## config.mk

```make
export PLATFORM = sky130hd
export DESIGN_NAME = vga_frame_reader
export DESIGN_NICKNAME = d
export VERILOG_FILES = /design/src/rtl/vga_frame_reader.sv
export SDC_FILE = /design/constraint.sdc
export NUM_CORES = 1
export LEC_CHECK = 0
export ABC_AREA = 1
export CAP_MARGIN = 10
export CORE_ASPECT_RATIO = 0.5
export CORE_MARGIN = 10
export CORE_UTILIZATION = 48
export CTS_BUF_LIST = sky130_fd_sc_hd__clkbuf_4 sky130_fd_sc_hd__clkbuf_8
export DETAILED_ROUTE_END_ITERATION = 8
export PLACE_DENSITY = 0.76
export SLEW_MARGIN = 20
export SYNTH_ARGS = -nofsm -noshare
export SYNTH_HDL_FRONTEND = slang
export SYNTH_SLANG_ARGS = --single-unit
```

## constraint.sdc

```tcl
create_clock -name pclk -period 4.2 [get_ports pclk]
set_clock_uncertainty 0.1 [all_clocks]
set_input_delay 0.42 -clock pclk [delete_from_list [all_inputs] [get_ports pclk]]
set_output_delay 0.42 -clock pclk [all_outputs]
set_load 0.01 [all_outputs]
```

## src/rtl/vga_frame_reader.sv

```systemverilog
// vga_frame_reader: 640x480@60 VGA timing with 2x upscaled reads from a 320x240 RGB444 frame buffer.
// Build option VGA_READER_GRAY_EN: the output stage drives 4-bit luma on all three channels.
module vga_frame_reader #(
   parameter int H_ACTIVE = 640,
   parameter int H_FP     = 16,
   parameter int H_SYNC   = 96,
   parameter int H_BP     = 48,
   parameter int V_ACTIVE = 480,
   parameter int V_FP     = 10,
   parameter int V_SYNC   = 2,
   parameter int V_BP     = 33,
   parameter int FB_W     = 320,
   parameter int RD_LAT   = 1
) (
   input  logic        pclk,
   input  logic        reset,
   output logic        oe,
   output logic [16:0] rAddr,
   input  logic [11:0] rData,
   output logic        h_sync,
   output logic        v_sync,
   output logic        de,
   output logic [9:0]  x_pixel,
   output logic [9:0]  y_pixel,
   output logic [3:0]  red,
   output logic [3:0]  green,
   output logic [3:0]  blue,
   output logic        frame_start
);

   localparam int H_TOTAL = H_ACTIVE + H_FP + H_SYNC + H_BP;
   localparam int V_TOTAL = V_ACTIVE + V_FP + V_SYNC + V_BP;

   localparam logic [9:0]  H_LAST = 10'(H_TOTAL - 1);
   localparam logic [9:0]  V_LAST = 10'(V_TOTAL - 1);
   localparam logic [9:0]  H_VIS  = 10'(H_ACTIVE);
   localparam logic [9:0]  V_VIS  = 10'(V_ACTIVE);
   localparam logic [9:0]  HS_BEG = 10'(H_ACTIVE + H_FP);
   localparam logic [9:0]  HS_END = 10'(H_ACTIVE + H_FP + H_SYNC);
   localparam logic [9:0]  VS_BEG = 10'(V_ACTIVE + V_FP);
   localparam logic [9:0]  VS_END = 10'(V_ACTIVE + V_FP + V_SYNC);
   localparam logic [16:0] FB_W17 = 17'(FB_W);

   typedef struct packed {
      logic       de;
      logic       hs;
      logic       vs;
      logic       fs;
      logic [9:0] x;
      logic [9:0] y;
   } ctl_t;

   localparam ctl_t CTL_IDLE = '{de: 1'b0, hs: 1'b1, vs: 1'b1, fs: 1'b0, x: 10'd0, y: 10'd0};

   logic [9:0] h_cnt;
   logic [9:0] v_cnt;
   logic       active0;
   ctl_t       ctl0;
   ctl_t       ctl_out;
   ctl_t       ctl_pipe [RD_LAT+1];
   logic [3:0] pix_r;
   logic [3:0] pix_g;
   logic [3:0] pix_b;

   always_ff @(posedge pclk or negedge reset) begin
      if (!reset) begin
         h_cnt <= '0;
         v_cnt <= '0;
      end else if (h_cnt == H_LAST) begin
         h_cnt <= '0;
         v_cnt <= (v_cnt == V_LAST) ? '0 : v_cnt + 10'd1;
      end else begin
         h_cnt <= h_cnt + 10'd1;
      end
   end

   always_comb begin
      active0 = (h_cnt < H_VIS) && (v_cnt < V_VIS);
      ctl0    = CTL_IDLE;
      ctl0.de = active0;
      ctl0.hs = !((h_cnt >= HS_BEG) && (h_cnt < HS_END));
      ctl0.vs = !((v_cnt >= VS_BEG) && (v_cnt < VS_END));
      ctl0.fs = (h_cnt == '0) && (v_cnt == '0);
      ctl0.x  = h_cnt;
      ctl0.y  = v_cnt;
   end

   // Control is delayed 1+RD_LAT stages so it meets the read data at the output register.
   always_ff @(posedge pclk or negedge reset) begin
      if (!reset) begin
         oe    <= 1'b0;
         rAddr <= '0;
         for (int i = 0; i <= RD_LAT; i++) ctl_pipe[i] <= CTL_IDLE;
      end else begin
         oe <= active0;
         if (active0) rAddr <= 17'(v_cnt[9:1]) * FB_W17 + 17'(h_cnt[9:1]);
         ctl_pipe[0] <= ctl0;
         for (int i = 1; i <= RD_LAT; i++) ctl_pipe[i] <= ctl_pipe[i-1];
      end
   end

   assign ctl_out = ctl_pipe[RD_LAT];

`ifdef VGA_READER_GRAY_EN
   logic [6:0] luma_sum;
   always_comb begin
      luma_sum = {2'b00, rData[11:8], 1'b0} + (7'(rData[7:4]) * 7'd5) + {3'b000, rData[3:0]};
      pix_r    = 4'(luma_sum >> 3);
      pix_g    = pix_r;
      pix_b    = pix_r;
   end
`else
   assign pix_r = rData[11:8];
   assign pix_g = rData[7:4];
   assign pix_b = rData[3:0];
`endif

   always_ff @(posedge pclk or negedge reset) begin
      if (!reset) begin
         de          <= 1'b0;
         h_sync      <= 1'b1;
         v_sync      <= 1'b1;
         frame_start <= 1'b0;
         x_pixel     <= '0;
         y_pixel     <= '0;
         red         <= '0;
         green       <= '0;
         blue        <= '0;
      end else begin
         de          <= ctl_out.de;
         h_sync      <= ctl_out.hs;
         v_sync      <= ctl_out.vs;
         frame_start <= ctl_out.fs;
         if (ctl_out.de) begin
            x_pixel <= ctl_out.x;
            y_pixel <= ctl_out.y;
            red     <= pix_r;
            green   <= pix_g;
            blue    <= pix_b;
         end else begin
            red     <= '0;
            green   <= '0;
            blue    <= '0;
         end
      end
   end

endmodule

```

==> results of run 1 <==
sequential cells by signal, summed over array words and instances, names as in the netlist:
name / count
de: 1
rAddr: 17
green: 4
blue: 4
y_pixel: 10
x_pixel: 10
ctl_out: 24
v_cnt: 10
h_cnt: 10
frame_start: 1
red: 4
v_sync: 1
ctl_pipe: 24
h_sync: 1
cells in the final DEF, fill, tap and decap left out, types with 2 or more instances in the layout:
| cell | count |
|---|---|
| xnor2_1 | 3 |
| fa_1 | 2 |
| o21ai_2 | 7 |
| o21bai_1 | 2 |
| xor2_1 | 10 |
| nor2_1 | 23 |
| buf_4 | 3 |
| nand3_2 | 2 |
| clkinv_2 | 6 |
| nand4_1 | 8 |
| inv_1 | 55 |
| clkbuf_4 | 3 |
| bufinv_16 | 2 |
| nor2_4 | 3 |
| dfstp_2 | 6 |
| mux2_2 | 20 |
| nor3_1 | 8 |
| o21ai_1 | 5 |
| a21oi_1 | 6 |
| nand2_1 | 92 |
| nor4_1 | 4 |
| clkbuf_8 | 21 |
| dfrtp_1 | 115 |
| ha_1 | 21 |
| nand3_1 | 23 |
| o21ai_0 | 7 |
| nor3_2 | 2 |
| clkdlybuf4s50_1 | 66 |
metal layers:
metal,wire length [um],vias to the layer above,global-route usage
met5,0,-,0
met4,136,0,0.04660
met3,740,18,0.04773
met2,4391,87,0.2136
met1,4198,1608,0.1692
li1,-,1602,-
layout make-up:
class                           instances  area (um^2)  area share
Timing Repair Buffer                   71        704.4      0.1138
Clock inverter                          8        92.59     0.01495
Multi-Input combinational cell        259         1655      0.2673
Inverter                               57        217.7     0.03516
Clock buffer                           24        311.5     0.05031
Sequential cell                       121         3035      0.4902
Tap cell                              140        175.2     0.02829
worst reg2reg max path: stages, from the launching register on:
cell     delay (ns)
dfrtp_1        0.48
ha_1           0.34
ha_1           0.24
fa_1           0.55
nand2_1        0.08
nor2_1         0.09
nand2_1        0.07
a21oi_1        0.23
nand3_1        0.15
nor2_1         0.12
nand2_1        0.06
nand3_1        0.08
nand2_1        0.05
worst paths after layout:
check / from / end / slack, ns / cells after the start
worst max-delay path: v_cnt[2]$_DFFE_PN0N_ / rAddr[15]$_DFFE_PN0P_ / 1.47 / 12
worst min-delay path: ctl_out[20]$_DFF_PN0_ / frame_start$_DFF_PN0_ / 0.25 / 0
worst max register to register: v_cnt[2]$_DFFE_PN0N_ / rAddr[15]$_DFFE_PN0P_ / 1.47 / 12
worst min register to register: ctl_out[20]$_DFF_PN0_ / frame_start$_DFF_PN0_ / 0.25 / 0
max in group asynchronous: reset / v_sync$_DFF_PN1_ / 2.66 / 3
min in group asynchronous: reset / ctl_out[13]$_DFF_PN0_ / 0.50 / 2
cells in the mapped netlist (2+ instances only):
library cell and n:
nand2_1 92, dfrtp_1 115, buf_2 2, fa_1 2
o21ai_0 7, nand4_1 8, nor2_1 23, xor2_1 10
nor3_1 8, clkbuf_1 2, nand3_2 2, nor2_4 3
mux2_2 20, o21ai_2 7, buf_6 2, o21bai_1 2
nand3_1 23, xnor2_1 3, dfstp_2 6, ha_1 21
o21ai_1 5, inv_1 55, a21oi_1 6, nor4_1 4
nor3_2 2
per-stage QoR:
stage / cell area, um^2 / utilization / instances
3_5_place_dp: 5774 / 0.5707 / 647
5_1_grt: 6192 / 0.6120 / 680
4_1_cts: 6178 / 0.6107 / 679
2_1_floorplan: 4949 / - / 443
3_3_place_gp: 5774 / 0.5707 / 647
6_report: 6192 / 0.6120 / 680
cell families after synthesis:
kind of cell	Yosys count	synth area share
XOR/XNOR	13	0.02301
multiplexers	20	0.04551
AO/OA/AOI/OAI	31	0.03970
flip-flops	121	0.6134
buffers and inverters	63	0.05209
AND/OR/NAND/NOR	172	0.1651
adder cells (fa/ha/maj)	23	0.06119
power by group:
| group | switching (mW) | total, mW | internal (mW) | leakage, nW |
|---|---|---|---|---|
| registers | 0.00143 | 1.17 | 1.17 | 1.55 |
| logic | 0.0310 | 0.0552 | 0.0242 | 1.32 |
| clock network | 0.422 | 1.03 | 0.605 | 0.213 |
==> flow_summary.toml, run 1 <==
[run_status]
status = "finished, final reports clean"

[cts]
cts_buffers = 17
h-tree-depth = 4
clk_pin_slew_ns = 0.07
hold_buffers = 0
cts_resized = 0
clock-sinks = 121
clock_latency_ns = 0.42
cts-root-buf = "clkbuf_8"
ctsLongestPathBuffers = 2
postCtsSetupBuffers = 0
cts_tree = "yes"

[global_routing]
grt_first_pass_wirelength_mm = 16.45
grt_pass1_vias = 3396
track_usage = 0.1350
grt_overflow_total = 0
grt_start_max_net_pins = 84
antenna_found_initial = 0

[detailed_routing]
routed_wl_mm = 9.467
drt_iter0_drc = 232
drc = 0
num_vias = 3315
viasPerCell = 4.875
wl_per_cell_um = 13.92
dr.pass1.iters = 4
antenna_left = 0

[logic_synthesis]
synthFlopType = "dfrtp_1"
synth_top_area_frac = 0.5815
synth_edf_count = 0
syn-mean-instance-area_um2 = 11.17
synthCells = 443
ys_seq_area_frac = 0.6134
syn_nets = 480
synth-seq-cells = 121
synth_area_leader_cell = "dfrtp_1"
synth.distinct_cells = 38
yosys-top-cells-area = "dfrtp_1 58%, nand2_1 7.0%, ha_1 5.3%"
synth-async-reset-ratio = 1.000
syn_area_um2 = 4948
ys.warnings.count = 0

[place]
post-place-ws_ns = 1.488
dpl.hpwl_mm = 6.820
place.gp.congestion = 0.8631
portBuffers = 67

[sta]
holdWs_ns = 0.2462
fin_crit_ns = 2.730
final.setup.tns_ns = 0
period_share = 0.6500
hold_viol = 0
clock.fmax_mhz = 366.3
slew_headroom = 0.5203
tightest_slew_ns = 0.7196
setup_viol = 0
finalMaxSlewViolations = 0
rsz0062_at_grt = "no"
fin_ws_ns = 1.470

[setup_path]
path_delay_family = "adder cells"
cp-start-kind = "flip-flop"
cp.required_ns = 4.41
crit_top_cell = "nand2_1"
crit_type = "flip-flop to flip-flop"
max_stage_delay_ns = 0.55
cp_data_arrival_time_ns = 2.94
path_max_fanout = 9
crit_buf_inv = 0
crit_path_end_kind = "flip-flop"
crit_path_top_delay_cell = "fa_1"
path_cells = "ha_1 > ha_1 > fa_1 > nand2_1 > nor2_1 > nand2_1 > a21oi_1 > nand3_1 > nor2_1 > nand2_1 > nand3_1 > nand2_1"

[floorplan]
die_h_um = 91.80
start_util = 0.4891
dieArea_um2 = 15020
core_um2 = 10120
placementRows = 26
die_width_um = 163.6
pin_count = 68

[power]
p_total_mw = 2.255
p_leak_nw = 3.083
cellPowerDensity_nw_per_um2 = 364.2
ir_drop_mv = 0.1960

[final_layout]
nets = 564
fillCellCount = 799
antenna_cells = 0
drive_gt1_frac = 0.1556
area_growth_syn_to_layout_pct = 25.13

[flow_run]
drv_cap = 0

[worst_hold_path]
hold_class = "flip-flop to flip-flop"
No activity file was read; power rests on OpenSTA's default activity.
==> run 2: changes to the inputs <==
Clock period 4.2 ns to 2.9 ns, I/O delays scaled along.
==> run 2 against run 1 <==
  * Total power increased by 46%
  * Highest routed layer unchanged
  * Combinational power up 47%
  * Final cell count rose by 0.74%
  * Global-route usage grew 0.32 points
  * Critical endpoint unchanged
  * First-iteration DRC count decreased by 1.3%
  * Sequential share of layout area down 0.26 points
==> flow_summary.toml, run 2 (synthesis gave the netlist of run 1 again) <==
[floorplan]
start_util = 0.4891
core_um2 = 10120
die_width_um = 163.6
dieArea_um2 = 15020
die_h_um = 91.80
placementRows = 26
pin_count = 68

[cts]
cts-root-buf = "clkbuf_8"
clock-sinks = 121
clock_latency_ns = 0.43
cts_tree = "yes"
cts_buffers = 17
clk_pin_slew_ns = 0.08
h-tree-depth = 4
ctsLongestPathBuffers = 2

[detailed_routing]
viasPerCell = 4.784
drt_iter0_drc = 229
num_vias = 3277
dr.pass1.iters = 4
wl_per_cell_um = 14.09
routed_wl_mm = 9.650
drc = 0
antenna_left = 0

[run_status]
status = "finished, final reports clean"

[global_routing]
gr-usage-met3 = 0.03301
track_usage = 0.1382
grt_use_met2 = 0.2180
grt_busiest_layer = "met2"
grt_use_met1 = 0.1750
grt_overflow_total = 0
antenna_found_initial = 0
grt_first_pass_wirelength_mm = 16.61
grt_pass1_vias = 3355
grt_start_max_net_pins = 51

[setup_path]
cp-startpoint = "v_cnt[2]$_DFFE_PN0N_"
reg2reg_slack_ns = 0.29
crit_top_cell = "nand2_1"
crit_path_end_kind = "flip-flop"
worstReg2RegEnd = "rAddr[15]$_DFFE_PN0P_"
max_stage_delay_ns = 0.55
cp_data_arrival_time_ns = 2.83
path_max_fanout = 4
cp-start-kind = "flip-flop"
cp.required_ns = 3.13
r2r_cells = 12
r2r_start = "v_cnt[2]$_DFFE_PN0N_"
endpoint = "rAddr[15]$_DFFE_PN0P_"
path_cells = "ha_1 > ha_1 > fa_1 > nand2_1 > nor2_1 > nand2_1 > a21oi_1 > nand3_1 > nor2_1 > nand2_1 > nand3_1 > nand2_1"
crit_type = "flip-flop to flip-flop"
crit_path_top_delay_cell = "fa_1"

[sta]
clock.fmax_mhz = 383.8
final.setup.tns_ns = 0
period_share = 0.8985
fin_crit_ns = 2.606
rsz0062_at_grt = "no"
hold_viol = 0
finalMaxSlewViolations = 0
setup_viol = 0
tightest_slew_ns = 0.8450
slew_headroom = 0.4367

[power]
p_leak_nw = 3.095
cellPowerDensity_nw_per_um2 = 529.1
ir_drop_mv = 0.2579

[final_layout]
antenna_cells = 0
final_common_cell = "dfrtp_1"
final_area_um2 = 6225
layout_common_cells = "115 x dfrtp_1, 92 x nand2_1, 66 x clkdlybuf4s50_1"
area_growth_syn_to_layout_pct = 25.79
fillCellCount = 831
drive_gt1_frac = 0.1633
nets = 569

[place]
place.gp.congestion = 0.8725
dpl.hpwl_mm = 6.979
placed_area_um2 = 5812
portBuffers = 67

[worst_hold_path]
hold_class = "flip-flop to flip-flop"

[flow_run]
drv_cap = 0
-- run 2: where the power goes --
part	leakage (nW)	internal, mW	switching, mW
Clock	0.199	0.816	0.699
Combinational	1.35	0.0355	0.0459
Sequential	1.55	1.70	0.00186
-- run 2: layout make-up --
class,count,area (um^2),share of cell area
Clock buffer,19,261.5,0.04201
Clock inverter,13,141.4,0.02271
Inverter,57,217.7,0.03497
Multi-Input combinational cell,259,1655,0.2659
Sequential cell,121,3035,0.4876
Tap cell,140,175.2,0.02814
Timing Repair Buffer,76,738.2,0.1186
-- run 2: layer usage --
metal	wire (um)	part of all wire
met1	4487	0.46
met2	4397	0.46
met3	606	0.063
met4	159	0.016
met5	0	0
-- run 2: how the worst min path moves through the flow --
stage | start | endpoint | depth (start not counted)
floorplan | reset | blue[0]$_DFF_PN0_ | 0
global placement | ctl_pipe[44]$_DFF_PN0_ | ctl_out[20]$_DFF_PN0_ | 0
detailed placement | ctl_pipe[40]$_DFF_PN0_ | ctl_out[16]$_DFF_PN0_ | 0
CTS | ctl_pipe[26]$_DFF_PN0_ | ctl_out[2]$_DFF_PN0_ | 0
global route | ctl_pipe[26]$_DFF_PN0_ | ctl_out[2]$_DFF_PN0_ | 0
finish | ctl_pipe[26]$_DFF_PN0_ | ctl_out[2]$_DFF_PN0_ | 0
-- run 2: what timing repair did --
action | in CTS | in global routing
hold buffers | 1 | 0
endpoints found under the hold margin | 44 | 0
setup buffers | 0 | 0
resized for setup | 0 | 0
-- run 2: metrics by stage --
step / total power [mW] / util / hold WS (ns) / cells / worst slack, ns
floorplan: 1.741 / - / -0.1056 / 443 / 0.3971
CTS: 3.328 / 0.6153 / 0.2413 / 685 / 0.2766
global route: 3.423 / 0.6153 / 0.2461 / 685 / 0.05599
global placement: 1.812 / 0.5745 / 0.2333 / 652 / 0.4035
finish: 3.293 / 0.6153 / 0.2412 / 685 / 0.2942
detailed placement: 1.814 / 0.5745 / 0.2347 / 652 / 0.3407
-- run 2: worst max-delay path: cells and delay by family, from the launching register on --
kind                     cells  cell delay, ns
AND/OR/NAND/NOR              8            0.69
adder cells (fa/ha/maj)      3            1.08
flip-flops                   1            0.38
AO/OA/AOI/OAI                1            0.24
==> run 3: changes to the inputs <==
Settings changed: CORE_MARGIN 10 to not set, SETUP_SLACK_MARGIN set to 0.05.
==> run 3 against run 2 <==
  * Worst hold slack barely moved
  * Critical path type unchanged
  * Worst setup slack improved by 0.030 ns
  * Clock power rose by 11%
  * Critical endpoint unchanged
  * Die area fell by 28%
  * Wire length fell by 4.2%
  * Sequential power barely moved
  * Final area rose by 0.66%
  * Maximum frequency rose by 1.2%
  * Final cell count fell by 0.88%
  * Combinational power barely moved
  * Global-route usage rose by 5.7 points
  * Register-to-register slack improved by 0.03 ns
==> flow_summary.toml, run 3 (synthesis gave the netlist of run 1 again) <==
[run_status]
status = "finished, final reports clean"

[worst_hold_path]
hold_start = "ctl_pipe[24]$_DFF_PN0_"
hold_depth = 0
worstHoldEndpoint = "ctl_out[0]$_DFF_PN0_"
hold_class = "flip-flop to flip-flop"

[sta]
final.setup.tns_ns = 0
slew_headroom = 0.5462
fin_crit_ns = 2.576
rsz0062_at_grt = "no"
tightest_slew_ns = 0.6807
period_share = 0.8882
hold_viol = 0
setup_viol = 0
finalMaxSlewViolations = 0
clock.fmax_mhz = 388.2

[final_layout]
multi_input_area_um2 = 1655
final_area_um2 = 6266
fillCellCount = 741
drive_gt1_frac = 0.1618
antenna_cells = 0
nets = 568
seq_area_um2 = 3035
area_growth_syn_to_layout_pct = 26.62
layout_common_cells = "115 x dfrtp_1, 92 x nand2_1, 66 x clkdlybuf4s50_1"
final_common_cell = "dfrtp_1"

[cts]
clock_latency_ns = 0.43
cts-root-buf = "clkbuf_8"
clk_pin_slew_ns = 0.08
ctsLongestPathBuffers = 2
clock-sinks = 121
postCtsSetupBuffers = 0
cts_tree = "yes"
cts_resized = 0
h-tree-depth = 4
cts_buffers = 17

[global_routing]
grt_pass1_vias = 3247
antenna_found_initial = 0
grt_overflow_total = 0
grt_first_pass_wirelength_mm = 15.59
track_usage = 0.1951
grt_start_max_net_pins = 54

[setup_path]
path_delay_family = "adder cells"
cp_data_arrival_time_ns = 2.81
max_stage_delay_ns = 0.55
crit_top_cell = "nand2_1"
crit_path_end_kind = "flip-flop"
worstReg2RegEnd = "rAddr[15]$_DFFE_PN0P_"
crit_path_top_delay_cell = "fa_1"
cp.required_ns = 3.13
crit_buf_inv = 0
reg2reg_slack_ns = 0.32
r2r_cells = 12
crit_type = "flip-flop to flip-flop"
r2r_start = "v_cnt[2]$_DFFE_PN0N_"
cp-start-kind = "flip-flop"
path_cells = "ha_1 > ha_1 > fa_1 > nand2_1 > nor2_1 > nand2_1 > a21oi_1 > nand3_1 > nor2_1 > nand2_1 > nand3_1 > nand2_1"
path_max_fanout = 4

[floorplan]
core_um2 = 9728
dieArea_um2 = 10740
placementRows = 25
die_h_um = 73.80
die_width_um = 145.6
pin_count = 68
start_util = 0.5087

[detailed_routing]
antenna_left = 0
routed_wl_mm = 9.244
drc = 0
viasPerCell = 4.884
num_vias = 3316
dr.pass1.iters = 4
drt_iter0_drc = 188
wl_per_cell_um = 13.61

[place]
placed_area_um2 = 5811
portBuffers = 67
place.gp.congestion = 0.8461
dpl.hpwl_mm = 6.489

[flow_run]
drv_cap = 0

[power]
cellPowerDensity_nw_per_um2 = 550.2
p_leak_nw = 3.123
ir_drop_mv = 0.2633
-- run 3: changes by cell type in the layout (fill, tap and decap cells not counted) --
cell / before / now
buf_12: 0 / 1
buf_4: 9 / 7
bufinv_16: 2 / 4
clkbuf_4: 0 / 2
clkinv_4: 1 / 2
clkinvlp_4: 3 / 1
inv_6: 4 / 1
-- run 3: stage by stage --
stage / std cells / worst slack, ns / total power [mW] / util / hold WS [ns]
final: 679 / 0.3243 / 3.447 / 0.6441 / 0.2412
after global routing: 679 / 0.1024 / 3.575 / 0.6441 / 0.2564
after CTS: 679 / 0.3128 / 3.485 / 0.6441 / 0.2450
after detailed placement: 646 / 0.3034 / 1.812 / 0.5973 / 0.2347
after global placement: 646 / 0.4063 / 1.812 / 0.5973 / 0.2340
after floorplan: 443 / 0.3971 / 1.741 / - / -0.1056
-- run 3: layout make-up --
type / instances / share of cell area
flip-flops and latches: 121 / 0.4844
multi-input cells: 259 / 0.2642
repair buffers: 75 / 0.1186
clock buffers: 21 / 0.04413
inverters: 57 / 0.03474
clock inverters: 11 / 0.02696
well taps: 135 / 0.02696
-- run 3: report_power, final --
part           switching, mW  leakage (nW)  internal (mW)
logic                 0.0447          1.35         0.0365
clock network          0.666         0.227           1.00
registers            0.00166          1.55           1.70
-- run 3: worst max-delay path by stage --
| stage | start | to | cells after the start |
|---|---|---|---|
| 2_1_floorplan | v_cnt[2]$_DFFE_PN0N_ | rAddr[15]$_DFFE_PN0P_ | 12 |
| 3_3_place_gp | v_cnt[1]$_DFFE_PN0N_ | rAddr[15]$_DFFE_PN0P_ | 12 |
| 3_5_place_dp | v_cnt[2]$_DFFE_PN0N_ | rAddr[15]$_DFFE_PN0P_ | 12 |
| 4_1_cts | v_cnt[2]$_DFFE_PN0N_ | rAddr[15]$_DFFE_PN0P_ | 12 |
| 5_1_grt | v_cnt[2]$_DFFE_PN0N_ | rAddr[15]$_DFFE_PN0P_ | 12 |
| 6_report | v_cnt[2]$_DFFE_PN0N_ | rAddr[15]$_DFFE_PN0P_ | 12 |
-- run 3: metal layers --
layer | GRT usage | up-vias | part of all wire
met3 | 0.06770 | 14 | 0.072
met4 | 0.1018 | 0 | 0.015
met2 | 0.2901 | 125 | 0.43
met5 | 0 | - | 0
li1 | - | 1612 | -
met1 | 0.2562 | 1565 | 0.48
-- run 3: what timing repair did --
item | 4_1_cts | 5_1_grt
endpoints found under the hold margin | 46 | 0
hold buffers | 1 | 0
endpoints found under the setup margin | 0 | 0
-- run 3: worst register-to-register path, stage by stage, from the launching register on --
cell and delay, ns:
dfrtp_1 0.39, ha_1 0.31, ha_1 0.25, fa_1 0.55, nand2_1 0.07, nor2_1 0.08, nand2_1 0.07, a21oi_1 0.22
nand3_1 0.15, nor2_1 0.11, nand2_1 0.06, nand3_1 0.07, nand2_1 0.05
